[src/rtl/seq_mult_pkg.sv]
// Shared definitions for the sequential signed multiplier: FSM state
// encoding and the default operand width.
package seq_mult_pkg;

    localparam int MULT_N = 8;

    typedef enum logic [1:0] {
        ST_IDLE = 2'd0,
        ST_CALC = 2'd1,
        ST_SIGN = 2'd2
    } state_t;

endpackage : seq_mult_pkg

[src/rtl/mult_step_counter.sv]
// Up-counting step counter that sequences the N add/shift iterations.
// Synchronous clear wins over enable; the terminal flag marks the last step.
module mult_step_counter
    import seq_mult_pkg::*;
#(
    parameter int N = MULT_N
) (
    input  logic                   clk,
    input  logic                   rst,
    input  logic                   i_clr,
    input  logic                   i_en,
    output logic [$clog2(N)-1:0]   o_count,
    output logic                   o_terminal
);

    localparam int CW = $clog2(N);

    logic [CW-1:0] r_count;

    // Step count register: clear has priority, otherwise count when enabled.
    // NOTE: sequential state uses non-blocking (<=) so every register samples
    // pre-edge values and simulation matches the synthesized flops.
    always_ff @(posedge clk or posedge rst) begin
        if (rst) begin
            r_count <= '0;
        end else if (i_clr) begin
            r_count <= '0;
        end else if (i_en) begin
            r_count <= r_count + CW'(1);
        end
    end

    assign o_count    = r_count;
    assign o_terminal = (r_count == CW'(N - 1));

endmodule : mult_step_counter

[src/rtl/seq_signed_mult_core.sv]
// Sequential sign-magnitude shift-and-add multiplier. Magnitudes of both
// operands are captured on start, N add/shift steps build the unsigned
// product, and a final cycle applies the sign. Fixed latency of N+1 clocks.
module seq_signed_mult_core
    import seq_mult_pkg::*;
#(
    parameter int N = MULT_N
) (
    input  logic               clk,
    input  logic               rst,
    input  logic               i_start,
    input  logic [N-1:0]       i_multiplicand,
    input  logic [N-1:0]       i_multiplier,
    output logic               o_busy,
    output logic               o_done,
    output logic [2*N-1:0]     o_product
);

    localparam int CW = $clog2(N);

    state_t           r_state;
    state_t           w_state_next;
    logic [2*N-1:0]   r_mcand;
    logic [2*N-1:0]   r_acc;
    logic [2*N-1:0]   r_product;
    logic [N-1:0]     r_mplr;
    logic             r_neg;
    logic             r_done;

    logic [N-1:0]     w_mag_a;
    logic [N-1:0]     w_mag_b;
    logic             w_busy;
    logic             w_cnt_clr;
    logic             w_cnt_en;
    logic             w_last_step;
    logic [CW-1:0]    w_unused_count;

    // Magnitudes as N-bit unsigned values; the most negative input maps to
    // 2^(N-1), which still fits in N unsigned bits.
    assign w_mag_a = i_multiplicand[N-1] ? (~i_multiplicand + N'(1)) : i_multiplicand;
    assign w_mag_b = i_multiplier[N-1]   ? (~i_multiplier   + N'(1)) : i_multiplier;

    // Counter is held at zero whenever idle and only advances during CALC,
    // stopping at the terminal value so it never wraps on its own.
    assign w_cnt_clr = (r_state == ST_IDLE);
    assign w_cnt_en  = (r_state == ST_CALC) && !w_last_step;

    mult_step_counter #(
        .N (N)
    ) u_step_counter (
        .clk        (clk),
        .rst        (rst),
        .i_clr      (w_cnt_clr),
        .i_en       (w_cnt_en),
        .o_count    (w_unused_count),
        .o_terminal (w_last_step)
    );

    // FSM state register.
    always_ff @(posedge clk or posedge rst) begin
        if (rst) begin
            r_state <= ST_IDLE;
        end else begin
            r_state <= w_state_next;
        end
    end

    // Next-state and busy decode.
    // NOTE: every output of this block gets a default first, so no path can
    // leave a value unassigned and infer a latch.
    always_comb begin
        w_state_next = r_state;
        w_busy       = 1'b0;
        case (r_state)
            ST_IDLE: begin
                if (i_start) begin
                    w_state_next = ST_CALC;
                end
            end
            ST_CALC: begin
                w_busy = 1'b1;
                if (w_last_step) begin
                    w_state_next = ST_SIGN;
                end
            end
            ST_SIGN: begin
                w_busy       = 1'b1;
                w_state_next = ST_IDLE;
            end
            default: begin
                w_state_next = ST_IDLE;
            end
        endcase
    end

    // Datapath: operand capture, add/shift steps, sign fix-up and done pulse.
    always_ff @(posedge clk or posedge rst) begin
        if (rst) begin
            r_mcand   <= '0;
            r_mplr    <= '0;
            r_acc     <= '0;
            r_neg     <= 1'b0;
            r_product <= '0;
            r_done    <= 1'b0;
        end else begin
            r_done <= 1'b0;
            case (r_state)
                ST_IDLE: begin
                    if (i_start) begin
                        r_mcand <= {{N{1'b0}}, w_mag_a};
                        r_mplr  <= w_mag_b;
                        r_neg   <= i_multiplicand[N-1] ^ i_multiplier[N-1];
                        r_acc   <= '0;
                    end
                end
                ST_CALC: begin
                    if (r_mplr[0]) begin
                        r_acc <= r_acc + r_mcand;
                    end
                    r_mcand <= r_mcand << 1;
                    r_mplr  <= r_mplr >> 1;
                end
                ST_SIGN: begin
                    // Negating a zero accumulator wraps back to zero, so a
                    // negative-signed zero product is still all zeros.
                    r_product <= r_neg ? (~r_acc + (2*N)'(1)) : r_acc;
                    r_done    <= 1'b1;
                end
                default: begin
                end
            endcase
        end
    end

    assign o_busy    = w_busy;
    assign o_done    = r_done;
    assign o_product = r_product;

endmodule : seq_signed_mult_core

[config.mk]
export PLATFORM = sky130hd
export DESIGN_NAME = seq_signed_mult_core
export DESIGN_NICKNAME = d
export VERILOG_FILES = /design/src/rtl/seq_mult_pkg.sv /design/src/rtl/mult_step_counter.sv /design/src/rtl/seq_signed_mult_core.sv
export SDC_FILE = /design/constraint.sdc
export NUM_CORES = 1
export LEC_CHECK = 0
export ABC_AREA = 0
export BUFFER_PORTS_ARGS = -buffer_cell sky130_fd_sc_hd__buf_2
export CAP_MARGIN = 20
export CORE_ASPECT_RATIO = 2
export CORE_MARGIN = 10
export CORE_UTILIZATION = 60
export CTS_CLUSTER_DIAMETER = 100
export DETAILED_ROUTE_END_ITERATION = 12
export PLACE_DENSITY = 0.85
export SLEW_MARGIN = 20
export SYNTH_ARGS = -nofsm -noshare
export SYNTH_HDL_FRONTEND = slang
export SYNTH_SLANG_ARGS = --single-unit
[constraint.sdc]
create_clock -name clk -period 3.2 [get_ports clk]
set_input_delay 0.64 -clock clk [delete_from_list [all_inputs] [get_ports clk]]
set_output_delay 0.64 -clock clk [all_outputs]
set_load 0.02 [all_outputs]
---- Word level (Yosys, flattened, before mapping) ----
Index checks and enable logic that the tools add are counted.
operators by class
  $add $sub $neg .......................... 5
  equal/unequal tests ..................... 6
  mux-type cells .......................... 17
  bitwise logic cells ..................... 4
  reductions and logical operators ........ 10
operators by type and width
  operator               number
  $mux 16                4
  $pmux 16 s2            2
  $mux 8                 3
  $add 16x1->16 const B  1
  $add 16x16->16         1
  $add 8x1->8 const B    2
  $not 16->16            1
  $not 8->8              2
  $pmux 8 s2             1
  $mux 3                 2
  $ne 2x2->1 const B     3
  $reduce_and 2->1       3
  $mux 2                 2
  $pmux 2 s2             1
  $reduce_bool 2->1      2
  $add 3x1->3 const B    1
  $eq 3x3->1 const B     1
  $reduce_and 3->1       1
  $eq 2x1->1 const B     1
  $eq 2x2->1 const B     1
  $logic_not 2->1        1
  $mux 1                 2
  $reduce_or 2->1        1
  $logic_and 1x1->1      1
  other kinds (2)        2
word-level totals
  bits in registers ....................... 63

---- Depth between registers and ports, before layout ----
Gate-level depths: netlist of run 1.
  depth after elaboration ................. 5
  mapped depth ............................ 9
  mapped depth without buffers ............ 9

---- Cells and area by module ----
Synthesis of run 1 repeated with hierarchy kept, for this count alone.
second synthesis, totals
  cell total of the unflattened synthesis .. 421
  area total of the unflattened synthesis .. 3813.7 sq um
by module, submodules not included
  module                times used  cells an instance  area an instance (sq um)
  seq_signed_mult_core  1           409                3669.8
  mult_step_counter     1           12                 143.9

---- Least setup slack after synthesis of run 1 ----
OpenSTA, ideal clock, no wires.
  path type ............................... reg2reg
  from .................................... reg r_acc[6]
  to ...................................... reg r_product[15] (netlist: o_product[15])
  setup time .............................. 0.137 ns
  arrival time ............................ 2.025 ns
  data required time ...................... 3.063 ns
  path slack .............................. 1.038 ns
  stages on the path, launching flop included .. 7
  buffers on the path ..................... 0
  cell sequence ........................... dfrtp_1 or3_4 or4_4 or3_1 o31ai_1 xor2_1 a21oi_1
on the way
  cells in the longest elaborated chain, start to end .. 3
RTL lines
  what                      line                         text
  start: declaration        seq_signed_mult_core.sv:24   logic [2*N-1:0] r_acc;
  start signal: assignment  seq_signed_mult_core.sv:118  r_acc <= r_acc + r_mcand;
  $not 16->16               seq_signed_mult_core.sv:126  r_product <= r_neg ? (~r_acc + (2*N)'(1)) : r_acc;
  $add 16x1->16             seq_signed_mult_core.sv:126
  $mux 16                   seq_signed_mult_core.sv:126
  end signal: assignment    seq_signed_mult_core.sv:126
  end: declaration          seq_signed_mult_core.sv:25   logic [2*N-1:0] r_product;
No other way between the ends.
A chain may end at the register's enable or synchronous reset.

---- Final worst setup path of run 1 ----
  from .................................... reg r_acc[0]
  to ...................................... reg r_acc[14]
on the way
  cells in the longest elaborated chain, start to end .. 3
RTL lines
  what            line                         text
  $add 16x16->16  seq_signed_mult_core.sv:118
  $mux 16         seq_signed_mult_core.sv:117  if (r_mplr[0]) begin
  $pmux 16 s2     seq_signed_mult_core.sv:107  case (r_state)
No other way between the ends. The select of a mux whose other input is x is not followed.

==> flow_summary.toml, run 1 <==
[run_status]
status = "finished, final reports clean"

[synthesis]
synth_xor_area_share_pct = 7.93
yosys.area_share.simple_pct = 13.9
synth_top_family_by_area = "compound AO/OA/AOI/OAI gates"
synth-async-reset-ratio_pct = 100
yosys_warnings = 0
synth_edf_count = 0
yosysSeqAreaShare_pct = 42.0
synth-main-ff-cell = "dfrtp_1"
synth_compound_area_share_pct = 21.7
ys_ff_latch = 63
synth_fa_ha_area_share_pct = 8.19
syn_inst = 410
synth_top_area_share_pct = 42.0
syn_area_per_cell_um2 = 9.16
synth.cell_area_mm2 = 0.00376
yosysUniqueCellTypes = 43
synth_area_leaders = "dfrtp_1 (42%), ha_1 (7.7%), a21oi_1 (5.1%)"
yosysTopAreaCell = "dfrtp_1"
syn_nets = 453
synthMuxAreaShare_pct = 3.40

[worst_setup_path]
cp.arrival_ns = 2.83
crit_type = "reg2reg"
worst-path-max-fanout = 6
crit_required_ns = 3.43
cp-end-kind = "flip-flop"
start_kind = "flip-flop"

[timing]
tns_ns = 0
setup_viol = 0
finalCriticalPeriod_ns = 2.61
maxSlewViolCount = 0
fin_skew_ns = 0.00457
relSlewSlack_pct = 44.7
rsz0062_at_grt = "false"
hold_violations = 0
fmax_mhz = 384
period_share_pct = 81.4
worst_pin_slew_ns = 0.829

[flow_run]
maxCapViolCount = 0

[die]
ioPinCount = 37
die_w_um = 75.9
die_height_um = 132
die_area_mm2 = 0.0100
start_util_pct = 62.0
rows = 40
core_mm2 = 0.00606

[drt]
drt_iter0_markers = 149
drc_errors = 0
ant_nets = 0
drt-pass1-iter-count = 4
via_per_inst = 5.72
wl_mm = 8.00
routedWlPerCell_um = 15.0
vias = 3055

[final_layout]
synthToLayoutAreaGrowth_pct = 14.5
drive_gt1_share_pct = 13.8
final_util_pct = 71.0
diodes = 0
layout_commonest_cell = "dfrtp_1"
nNetsFinal = 489
layout_common_cells = "dfrtp_1 (63), nand2_1 (46), nor2_1 (39)"
stdcell_count = 534

[cts]
clock_latency_ns = 0.33
ctsHoldBuffers = 0
postCtsSetupBuffers = 0
numCtsBuffers = 9
max-clock-path-buffers = 2
clk_pin_slew_worst_paths_ns = 0.05
cts_max_level = 3
cts.sinks = 63
cts-resized-gates = 0
ctsRootBufferMaster = "clkbuf_16"
cts_tree = "built"

[place]
placed_cells = 519
place_congestion = 0.866
portBuffers = 36
hpwl_mm = 5.88

[power_and_ir_drop]
leakagePower_nw = 2.05
finalPower_mw = 3.84
pwr_density_cell_mw_per_mm2 = 892
peakVddDrop_uv = 522

[global_route]
grt_antenna_before_repair = 0
grt.overflow.total = 0
grt_max_degree = 64
grt_pass1_vias = 3121
grt.total_usage_pct = 16.8
grt_pass1_wl_mm = 14.0

[min_path]
hp-class = "reg2reg"
-- worst max-delay path, stage by stage (launching register included) --
cell and delay, ns:
dfrtp_1 0.43, ha_1 0.22, inv_1 0.07, fa_1 0.41, nor2b_1 0.21, o31a_1 0.25, o2111ai_1 0.27, a211oi_1 0.34
nor3_1 0.08, o31ai_1 0.23
-- registers in the layout, indices dropped and copies added, names as in the netlist --
signal,cells
o_done,1
o_product,16
r_mplr,8
u_step_counter.o_count,3
r_state,2
r_neg,1
r_mcand,16
r_acc,16
-- power breakdown --
part	internal, mW	switching, mW
clock	0.583	0.318
sequential	1.04	0.234
combinational	0.660	1.00
-- synth_stat cells, drive strengths merged (2+ instances only) --
cell and count:
clkbuf 16, ha 23, xor2 18, nor4 4
o21ai 40, o41ai 5, o31ai 13, nor2b 7
mux2 3, mux2i 9, xnor2 16, a21o 6
o21a 2, a22o 8, a211oi 4, nand2 46
nor2 39, o21bai 2, a21oi 38, and3 2
or2 2, dfrtp 63, a21boi 3, nand2b 3
a31oi 2, o211ai 2, nor3b 3, nor3 3
inv 14, nand3 2, or3 3
-- area by class of cell --
cell class | instances | area, µm²
well taps | 84 | 105
clock buffers | 15 | 278
fillers | 502 | 1760
flip-flops and latches | 63 | 1580
multi-input cells | 317 | 2070
inverters | 14 | 52.6
repair buffers | 41 | 218
-- path summary, 6_finish.rpt --
path                                        from                       end  slack (ns)  cells after the start
setup / recovery            r_acc[0]$_DFFE_PP0P_     r_acc[14]$_DFFE_PP0P_        0.59                      9
hold reg to reg            r_mplr[4]$_DFFE_PP0P_     r_mplr[4]$_DFFE_PP0P_        0.49                      2
max in group asynchronous                    rst   r_mcand[15]$_DFFE_PP0P_        2.15                      3
hold / removal             r_mplr[4]$_DFFE_PP0P_     r_mplr[4]$_DFFE_PP0P_        0.49                      2
setup reg to reg            r_acc[0]$_DFFE_PP0P_     r_acc[14]$_DFFE_PP0P_        0.59                      9
min in group asynchronous                    rst  o_product[1]$_DFFE_PP0P_        0.52                      3
-- metrics by stage --
step                      instance area [µm²]  setup slack, ns  hold WS [ns]
after floorplan                          3760            0.990         0.449
after global placement                   4020            0.859         0.467
after detailed placement                 4020            0.653         0.477
after CTS                                4300            0.619         0.488
after global routing                     4300            0.412         0.501
final                                    4300            0.595         0.486
-- kinds of logic after synthesis --
logic type | after synthesis
AOI/OAI and AO/OA | 131
and+or+nand+nor | 116
DFF | 63
xor gates and xnor gates | 34
muxes | 12
buffers and inverters | 30
adders and majority gates | 24
-- metal layers --
| metal | vias up | global-route usage [%] | wire length (µm) |
|---|---|---|---|
| met5 | - | 0 | 0 |
| met4 | 0 | 9.85 | 221 |
| met3 | 17 | 3.55 | 357 |
| met2 | 75 | 30.5 | 4240 |
| met1 | 1427 | 17.0 | 3180 |
| li1 | 1536 | - | - |
No activity file was read; power rests on OpenSTA's default activity.
==> inputs of run 2 (changes only) <==
--- a/config.mk
+++ b/config.mk
@@ -10,10 +10,10 @@
 export CAP_MARGIN = 20
 export CORE_ASPECT_RATIO = 2
 export CORE_MARGIN = 10
-export CORE_UTILIZATION = 60
+export CORE_UTILIZATION = 54
 export CTS_CLUSTER_DIAMETER = 100
 export DETAILED_ROUTE_END_ITERATION = 12
-export PLACE_DENSITY = 0.85
+export PLACE_DENSITY = 0.81
 export SLEW_MARGIN = 20
 export SYNTH_ARGS = -nofsm -noshare
 export SYNTH_HDL_FRONTEND = slang
==> constraint.sdc (replaced) <==
create_clock -name clk -period 2.15 [get_ports clk]
set_input_delay 0.43 -clock clk [delete_from_list [all_inputs] [get_ports clk]]
set_output_delay 0.43 -clock clk [all_outputs]
set_load 0.02 [all_outputs]
==> flow_summary.toml, run 2 (synthesis gave the netlist of run 1 again) <==
[flow_run]
maxCapViolCount = 0

[drt]
via_per_inst = 5.61
ant_nets = 0
routedWlPerCell_um = 14.7
drt-pass1-iter-count = 4
vias = 3234
drt_iter0_markers = 167
drc_errors = 0
wl_mm = 8.46

[place]
place_congestion = 0.881
placed_cells = 555
portBuffers = 36
hpwl_mm = 5.96
post-place-ws_ns = -0.0685
postPlaceCellArea_mm2 = 0.00429

[die]
start_util_pct = 55.0
rows = 43
die_area_mm2 = 0.0109
ioPinCount = 37
die_w_um = 79.0
core_mm2 = 0.00683
die_height_um = 138

[timing]
hold_violations = 0
maxSlewViolCount = 0
setup_viol = 1
fmax_mhz = 463
tns_ns = -0.0110
hold_slack_ns = 0.159
finalCriticalPeriod_ns = 2.16
rsz0062_at_grt = "true"
period_share_pct = 101
worst_slack_ns = -0.0110
fin_skew_ns = 0.00612
worst_pin_slew_ns = 0.643
relSlewSlack_pct = 57.0

[final_layout]
layout_commonest_cell = "dfrtp_1"
layout_common_cells = "dfrtp_1 (63), nand2_1 (46), nor2_1 (39)"
final_cell_area_mm2 = 0.00471
diodes = 0
nNetsFinal = 524
synthToLayoutAreaGrowth_pct = 25.3
stdcell_count = 576
final_util_pct = 68.9
drive_gt1_share_pct = 23.5

[min_path]
hp-class = "in2async"

[worst_setup_path]
cp.arrival_ns = 2.37
crit_required_ns = 2.36
start_kind = "flip-flop"
cp-end-kind = "flip-flop"
startpoint = "r_acc[6]$_DFFE_PP0P_"
r2r-start = "r_acc[6]$_DFFE_PP0P_"
crit_type = "reg2reg"
worst-path-max-fanout = 3

[global_route]
grt_max_degree = 64
grt_pass1_vias = 3219
grt_pass1_wl_mm = 14.6
use_met3_pct = 4.94
gr-usage-met2_pct = 27.3
grt_antenna_before_repair = 0
grt.overflow.total = 0
grt-busiest-layer = "met2"
grt.total_usage_pct = 16.6
gr-usage-met1_pct = 19.1

[power_and_ir_drop]
intPower_mw = 3.82
peakVddDrop_uv = 773
clockPowerShare_pct = 22.2
p_comb_share_pct = 48.4
seq_power_share_pct = 29.4
pwr_density_cell_mw_per_mm2 = 1350
finalPower_mw = 6.36
power_switching_mw = 2.54
leakagePower_nw = 2.25
p_sw_share_pct = 39.9

[run_status]
status = "complete, but fails checks"
violations = "setup timing"

[cts]
clk_pin_slew_worst_paths_ns = 0.05
clock_latency_ns = 0.33
cts.sinks = 63
ctsRootBufferMaster = "clkbuf_16"
max-clock-path-buffers = 2
cts_tree = "built"
numCtsBuffers = 9
cts_max_level = 3
run 2: path summary, 6_finish.rpt:
kind	cells after the start	endpoint	slack (ns)
max	6	o_product[15]$_DFFE_PP0P_	-0.01
min	3	o_done$_DFF_PP0_	0.16
min in group clk	3	r_state[0]$_DFFE_PP0P_	0.41
min reg2reg	2	r_mplr[2]$_DFFE_PP0P_	0.48
max in group asynchronous	3	r_acc[14]$_DFFE_PP0P_	1.73
max reg2reg	6	o_product[15]$_DFFE_PP0P_	-0.01
run 2: final cells by class:
cell class	instances	area, µm²
Clock buffer	12	246
Sequential cell	63	1580
Fill cell	553	2120
Clock inverter	4	45.0
Tap cell	90	113
Inverter	14	52.6
Multi-Input combinational cell	317	2170
Timing Repair Buffer	76	505
run 2: power by group through the flow:
stage	clock network, mW	logic (mW)	registers, mW
after floorplan	0	1.89	1.87
after global placement	0	2.78	1.85
after detailed placement	0	2.85	1.86
after CTS	1.44	2.97	1.86
after global routing	1.49	3.43	1.93
final	1.41	3.08	1.87
run 2: repair_timing:
action                                  in CTS  in global routing
pin swaps                                    1                  5
endpoints found under the setup margin       4                  9
resized for setup                            6                 13
hold buffers                                 0                  0
endpoints found under the hold margin        0                  0
setup buffers                                3                  2
run 2: worst max-delay path: stages, from the launching register on:
cell and delay, ns:
dfrtp_1 0.42, or3_4 0.39, or4_4 0.44, or3_4 0.36, o31ai_4 0.19, xor2_1 0.16
a21oi_1 0.08
run 2: layer usage:
metal,up-vias,share of wire [%]
met5,-,0
li1,1617,-
met3,10,4.4
met4,0,1.8
met2,47,51
met1,1560,43
